**src/rtl/conga_pkg.sv**
```systemverilog
// Shared types and constants for the conga lane timer: lane state encoding,
// at-limit mode values and the power-up limit.
package conga_pkg;

  typedef enum logic [1:0] {
    LANE_IDLE  = 2'd0,
    LANE_COUNT = 2'd1,
    LANE_PAUSE = 2'd2
  } lane_state_e;

  localparam logic MODE_STOP = 1'b0;
  localparam logic MODE_WRAP = 1'b1;

  localparam logic [15:0] DEFAULT_MAXCOUNT = 16'd39648;

endpackage

```
**src/rtl/conga_timer_lane.sv**
```systemverilog
// One conga timer lane: counts enabled cycles up to limit_i, then pauses (stop)
// or wraps to zero (wrap). go_i restarts the lane from any state.
module conga_timer_lane
  import conga_pkg::*;
#(
  parameter int WIDTH = 16
) (
  input  logic             clk,
  input  logic             resetn,
  input  logic             go_i,
  input  logic             en_i,
  input  logic             mode_i,
  input  logic [WIDTH-1:0] limit_i,
  output logic [WIDTH-1:0] count_o,
  output logic             tick_o,
  output logic [1:0]       state_o
);

  lane_state_e      state_q;
  logic [WIDTH-1:0] count_q;
  logic             tick_q;

  always_ff @(posedge clk or negedge resetn) begin
    if (!resetn) begin
      state_q <= LANE_IDLE;
      count_q <= '0;
      tick_q  <= 1'b0;
    end else begin
      tick_q <= 1'b0;
      if (go_i) begin
        state_q <= LANE_COUNT;
        count_q <= '0;
      end else if (state_q == LANE_COUNT) begin
        // >= rather than == so a limit lowered below the count still stops it.
        if (count_q >= limit_i) begin
          if (mode_i == MODE_STOP) begin
            state_q <= LANE_PAUSE;
            tick_q  <= 1'b1;
          end else if (en_i) begin
            count_q <= '0;
            tick_q  <= 1'b1;
          end
        end else if (en_i) begin
          count_q <= count_q + 1'b1;
        end
      end
    end
  end

  assign count_o = count_q;
  assign tick_o  = tick_q;
  assign state_o = state_q;

endmodule

```
**src/rtl/conga_timer.sv**
```systemverilog
// Multi-channel conga timer: a shared runtime-loadable limit register feeding
// CHANNELS independent lanes.
module conga_timer
  import conga_pkg::*;
#(
  parameter int               WIDTH    = 16,
  parameter int               CHANNELS = 4,
  parameter logic [WIDTH-1:0] MAXCOUNT = WIDTH'(DEFAULT_MAXCOUNT)
) (
  input  logic                      clk,
  input  logic                      resetn,
  input  logic [CHANNELS-1:0]       go,
  input  logic [CHANNELS-1:0]       en,
  input  logic [CHANNELS-1:0]       mode,
  input  logic [WIDTH-1:0]          limit_in,
  input  logic                      load_limit,
  output logic [CHANNELS*WIDTH-1:0] count,
  output logic [CHANNELS-1:0]       done,
  output logic [CHANNELS-1:0]       tick,
  output logic [WIDTH-1:0]          limit
);

  logic [WIDTH-1:0] limit_q;

  always_ff @(posedge clk or negedge resetn) begin
    if (!resetn) begin
      limit_q <= MAXCOUNT;
    end else if (load_limit) begin
      limit_q <= limit_in;
    end
  end

  assign limit = limit_q;

  for (genvar i = 0; i < CHANNELS; i++) begin : g_lane
    logic [1:0] lane_state;

    conga_timer_lane #(.WIDTH(WIDTH)) u_lane (
      .clk     (clk),
      .resetn  (resetn),
      .go_i    (go[i]),
      .en_i    (en[i]),
      .mode_i  (mode[i]),
      .limit_i (limit_q),
      .count_o (count[i*WIDTH +: WIDTH]),
      .tick_o  (tick[i]),
      .state_o (lane_state)
    );

    // done is a decode of the registered lane state, so it stays glitch-free.
    assign done[i] = (lane_state == 2'(LANE_PAUSE));
  end

endmodule

```
**config.mk**
```make
export PLATFORM = sky130hd
export DESIGN_NAME = conga_timer
export DESIGN_NICKNAME = d
export VERILOG_FILES = /design/src/rtl/conga_pkg.sv /design/src/rtl/conga_timer_lane.sv /design/src/rtl/conga_timer.sv
export SDC_FILE = /design/constraint.sdc
export NUM_CORES = 1
export LEC_CHECK = 0
export ABC_AREA = 1
export CAP_MARGIN = 40
export CORE_AREA = 3 3 146 112
export DETAILED_ROUTE_END_ITERATION = 7
export DIE_AREA = 0 0 149 115
export PLACE_DENSITY = 0.71
export SLEW_MARGIN = 25
export SYNTH_ARGS = -nofsm -noshare
export SYNTH_HDL_FRONTEND = slang
export SYNTH_SLANG_ARGS = --single-unit
```
**constraint.sdc**
```tcl
create_clock -name clk -period 3.72 [get_ports clk]
set_input_delay 0.372 -clock clk [delete_from_list [all_inputs] [get_ports clk]]
set_output_delay 0.372 -clock clk [all_outputs]
set_load 0.05 [all_outputs]
```
==> metrics.md <==
| Metric | Value |
|---|---|
| Die X | 149 µm |
| Initial Util | 46.5% |
| Max H-tree Level | 3 |
| CP Launch Type | flop |
| Most frequent cells in the layout | 286 x nand2_1, 139 x nor2_1, 117 x clkdlybuf4s50_1, 96 x nand3_1, 85 x dfrtp_1 |
| IO Port Bufs | 118 |
| Total Routing Usage GR | 22.3% |
| Setup violations, final | 0 |
| Post-cts resize count | 0 |
| Clock Latency Late Sink | 0.34 ns |
| Final #Nets | 1185 |
| CP startpoint | limit[15] |
| Crit-path max FO | 17 |
| Core ar. | 0.0151 mm² |
| PwrDens | 305 mW/mm² |
| CTS buffer count | 9 |
| Sequential area share after synthesis | 32.8% |
| # Max-Cap Violations | 0 |
| Chip Height | 115 µm |
| Adder-Cell Fraction of Synth Area | 12.1% |
| Final ANT Viol Nets | 0 |
| Hold Path Origin | g_lane[0].u_lane.state_o[0] |
| Initial DRT Pass Iterations | 5 |
| Main combinational cell family by area after synthesis | simple AND/OR/NAND/NOR gates |
| Cell Int Power | 0.00183 W |
| Relative slew slack | 52.4% |
| CP endpoint | g_lane[3].u_lane.count_o[10] |
| Final number of hold-violating endpoints | 0 |
| Peak supply drop | 243 µV |
| Worst-Margin Slew | 0.712 ns |
| Post-detail-place hpwl | 13800 µm |
| Global-route wire length before repair | 31100 µm |
| RSZ-0062 raised after global routing | no |
| Psw | 0.000798 W |
| Worst endpoint data arrival time | 2.87 ns |
| FMAX | 379 MHz |
| Mux share of post-synthesis cell area | 0.160% |
| Synth Area in XOR/XNOR | 5.48% |
| Setup TNS | 0 ns |
| #FFs+latches synth | 92 |
| Worst r2r src | limit[15] |
| Vias per inst | 5.14 |
| Comb power frac | 21.3% |
| Clk network pwr share | 37.3% |
| Final core utilization | 57.1% |
| Drt wl/cell | 14.6 µm |
| Fin crit share | 71.0% |
| Synthesis warning total | 0 |
| Detailed Route Iter0 Violations | 495 |
| Total congestion overflow | 0 |
| Sw frac | 30.4% |
| Post-Route Skew | 0.00874 ns |
| Status | finished clean |
| CTS Root Cell | clkbuf_16 |
| Post-Syn Nets | 1079 |
| Vias in the first global route | 6089 |
| Diode count | 0 |
| Routed wire length | 18800 µm |
| Initial antenna violation count | 0 |
| CTS tree | yes |
| Boundary Pins | 119 |
| Slew Viols, Final | 0 |
| Syn avg cell area | 7.18 µm² |
| Mapped cell area | 0.00704 mm² |
| CTS max path bufs | 2 |
| Worst r2r path cells | 10 |
| Min cycle time layout | 2.64 ns |
| Compound-cell area share of the yosys netlist | 8.21% |
| Site Rows | 39 |
| Post-Synthesis Cells | 980 |
| FILL cells | 1438 |
| Post-route DRC violation count | 0 |
| Crit. End Element | flop |
| LEAKAGE | 4.16 nW |
| Final GP Congestion | 0.877 |
| Sequential power share | 41.3% |
| Hold Crit Class | flop to flop |
| Synth cell types | 33 |
| Req. time, crit path | 3.95 ns |
| Syn-to-layout area delta | 22.7% |
| DIE AREA | 0.0171 mm² |
| Clk sink count | 92 |
| Vias | 6653 |
| Reg2reg end | g_lane[3].u_lane.count_o[10] |
| Simple-Gate Fraction of Synth Area | 34.1% |
| Clock-pin transition on the worst setup and hold timing paths | 0.07 ns |
| Largest net degree at the start of global routing | 33 |
| Commonest non-fill, non-tap cell in the layout | nand2_1 |
| Share of post-route cells with drive strength above 1 | 4.41% |
| Crit Path Class | flop to flop |
| Worst R2R Setup Slack | 1.08 ns |
repair_timing:
| action | CTS | global route |
|---|---|---|
| hold endpoints to repair | 30 | 0 |
| hold buffers | 1 | 0 |
| setup buffers | 0 | 0 |
kinds of logic (layout without fill, tap and decap cells):
kind of cell / count (synthesis) / in the layout
compound gates: 92 / 92
xor+xnor: 44 / 44
fa+ha+maj: 68 / 68
buf+inv: 112 / 221
flops: 92 / 92
mux: 1 / 1
simple gates: 571 / 571
registers in the layout, indices dropped and copies added (netlist names):
register and count:
g_lane.u_lane.count_o 64, g_lane.u_lane.state_o 8, g_lane.u_lane.tick_o 4, limit 16
through the flow:
step	total power (W)	hold WS [ns]	instance area [µm²]	setup WS, ns	cells
2_1_floorplan	0.00146	0.0764	7040	1.41	980
3_3_place_gp	0.00166	0.337	8310	1.17	1278
3_5_place_dp	0.00167	0.338	8320	1.16	1279
4_1_cts	0.00266	0.504	8640	1.14	1294
5_1_grt	0.00276	0.526	8640	0.837	1294
6_report	0.00263	0.503	8640	1.08	1294
cell type report:
class | count | area [µm²] | share of cell area [%]
clock buffers | 12 | 246 | 2.85
clock inverters | 2 | 60.1 | 0.695
inverters | 85 | 319 | 3.69
multi-input cells | 776 | 4230 | 49.0
flip-flops and latches | 92 | 2310 | 26.8
well taps | 205 | 256 | 2.97
repair buffers | 122 | 1210 | 14.1
layer usage:
layer / up-vias / global-route usage (%) / wire [µm]
li1: 3388 / - / -
met1: 3042 / 32.2 / 9080
met2: 204 / 35.2 / 8270
met3: 19 / 3.86 / 1160
met4: 0 / 5.43 / 325
met5: - / 0 / 0
synthesized netlist by cell type (all sizes together):
cell type	instances	area share, %
ha	68	12
o21ai	33	2.3
o21a	1	0.11
nand4	11	0.98
nor3	20	1.5
a21oi	37	3.4
a21o	1	0.11
clkbuf	5	0.27
dfstp	7	2.6
nand3b	3	0.32
mux2	1	0.16
dfrtp	85	30
nand3	96	6.8
and2	1	0.089
o21bai	18	1.9
xnor2	13	1.6
a21boi	1	0.27
o22ai	1	0.089
buf	22	2.3
xor2	31	3.9
nor2	139	7.4
nand2	301	17
inv	85	4.5
critical path, stage by stage, from the launching register on:
cell and delay (ns):
dfstp_2 0.53, inv_1 0.16, ha_1 0.35, a21oi_1 0.15
o21ai_0 0.10, a21oi_1 0.26, nand2_2 0.15, a21oi_4 0.44
nand2_4 0.22, nand2_1 0.11, nand2_1 0.05
worst min path at each step:
stage	slack, ns	endpoint	cells past startpoint
CTS	0.50	g_lane[1].u_lane.state_o[0]	2
detailed placement	0.34	g_lane[2].u_lane.tick_o	1
global route	0.53	g_lane[2].u_lane.count_o[12]	2
floorplan	0.08	g_lane[0].u_lane.count_o[0]	0
finish	0.50	g_lane[0].u_lane.state_o[0]	2
global placement	0.34	g_lane[2].u_lane.tick_o	1
power groups by stage:
stage / clock, W / combinational, W / sequential, W
final: 0.000982 / 0.000561 / 0.00109
after detailed placement: 0 / 0.000562 / 0.00111
after global placement: 0 / 0.000551 / 0.00111
after CTS: 0.00100 / 0.000566 / 0.00109
after floorplan: 0 / 0.000247 / 0.00122
after global routing: 0.00104 / 0.000628 / 0.00109
Note: power is estimated with default switching activity, not from simulation.
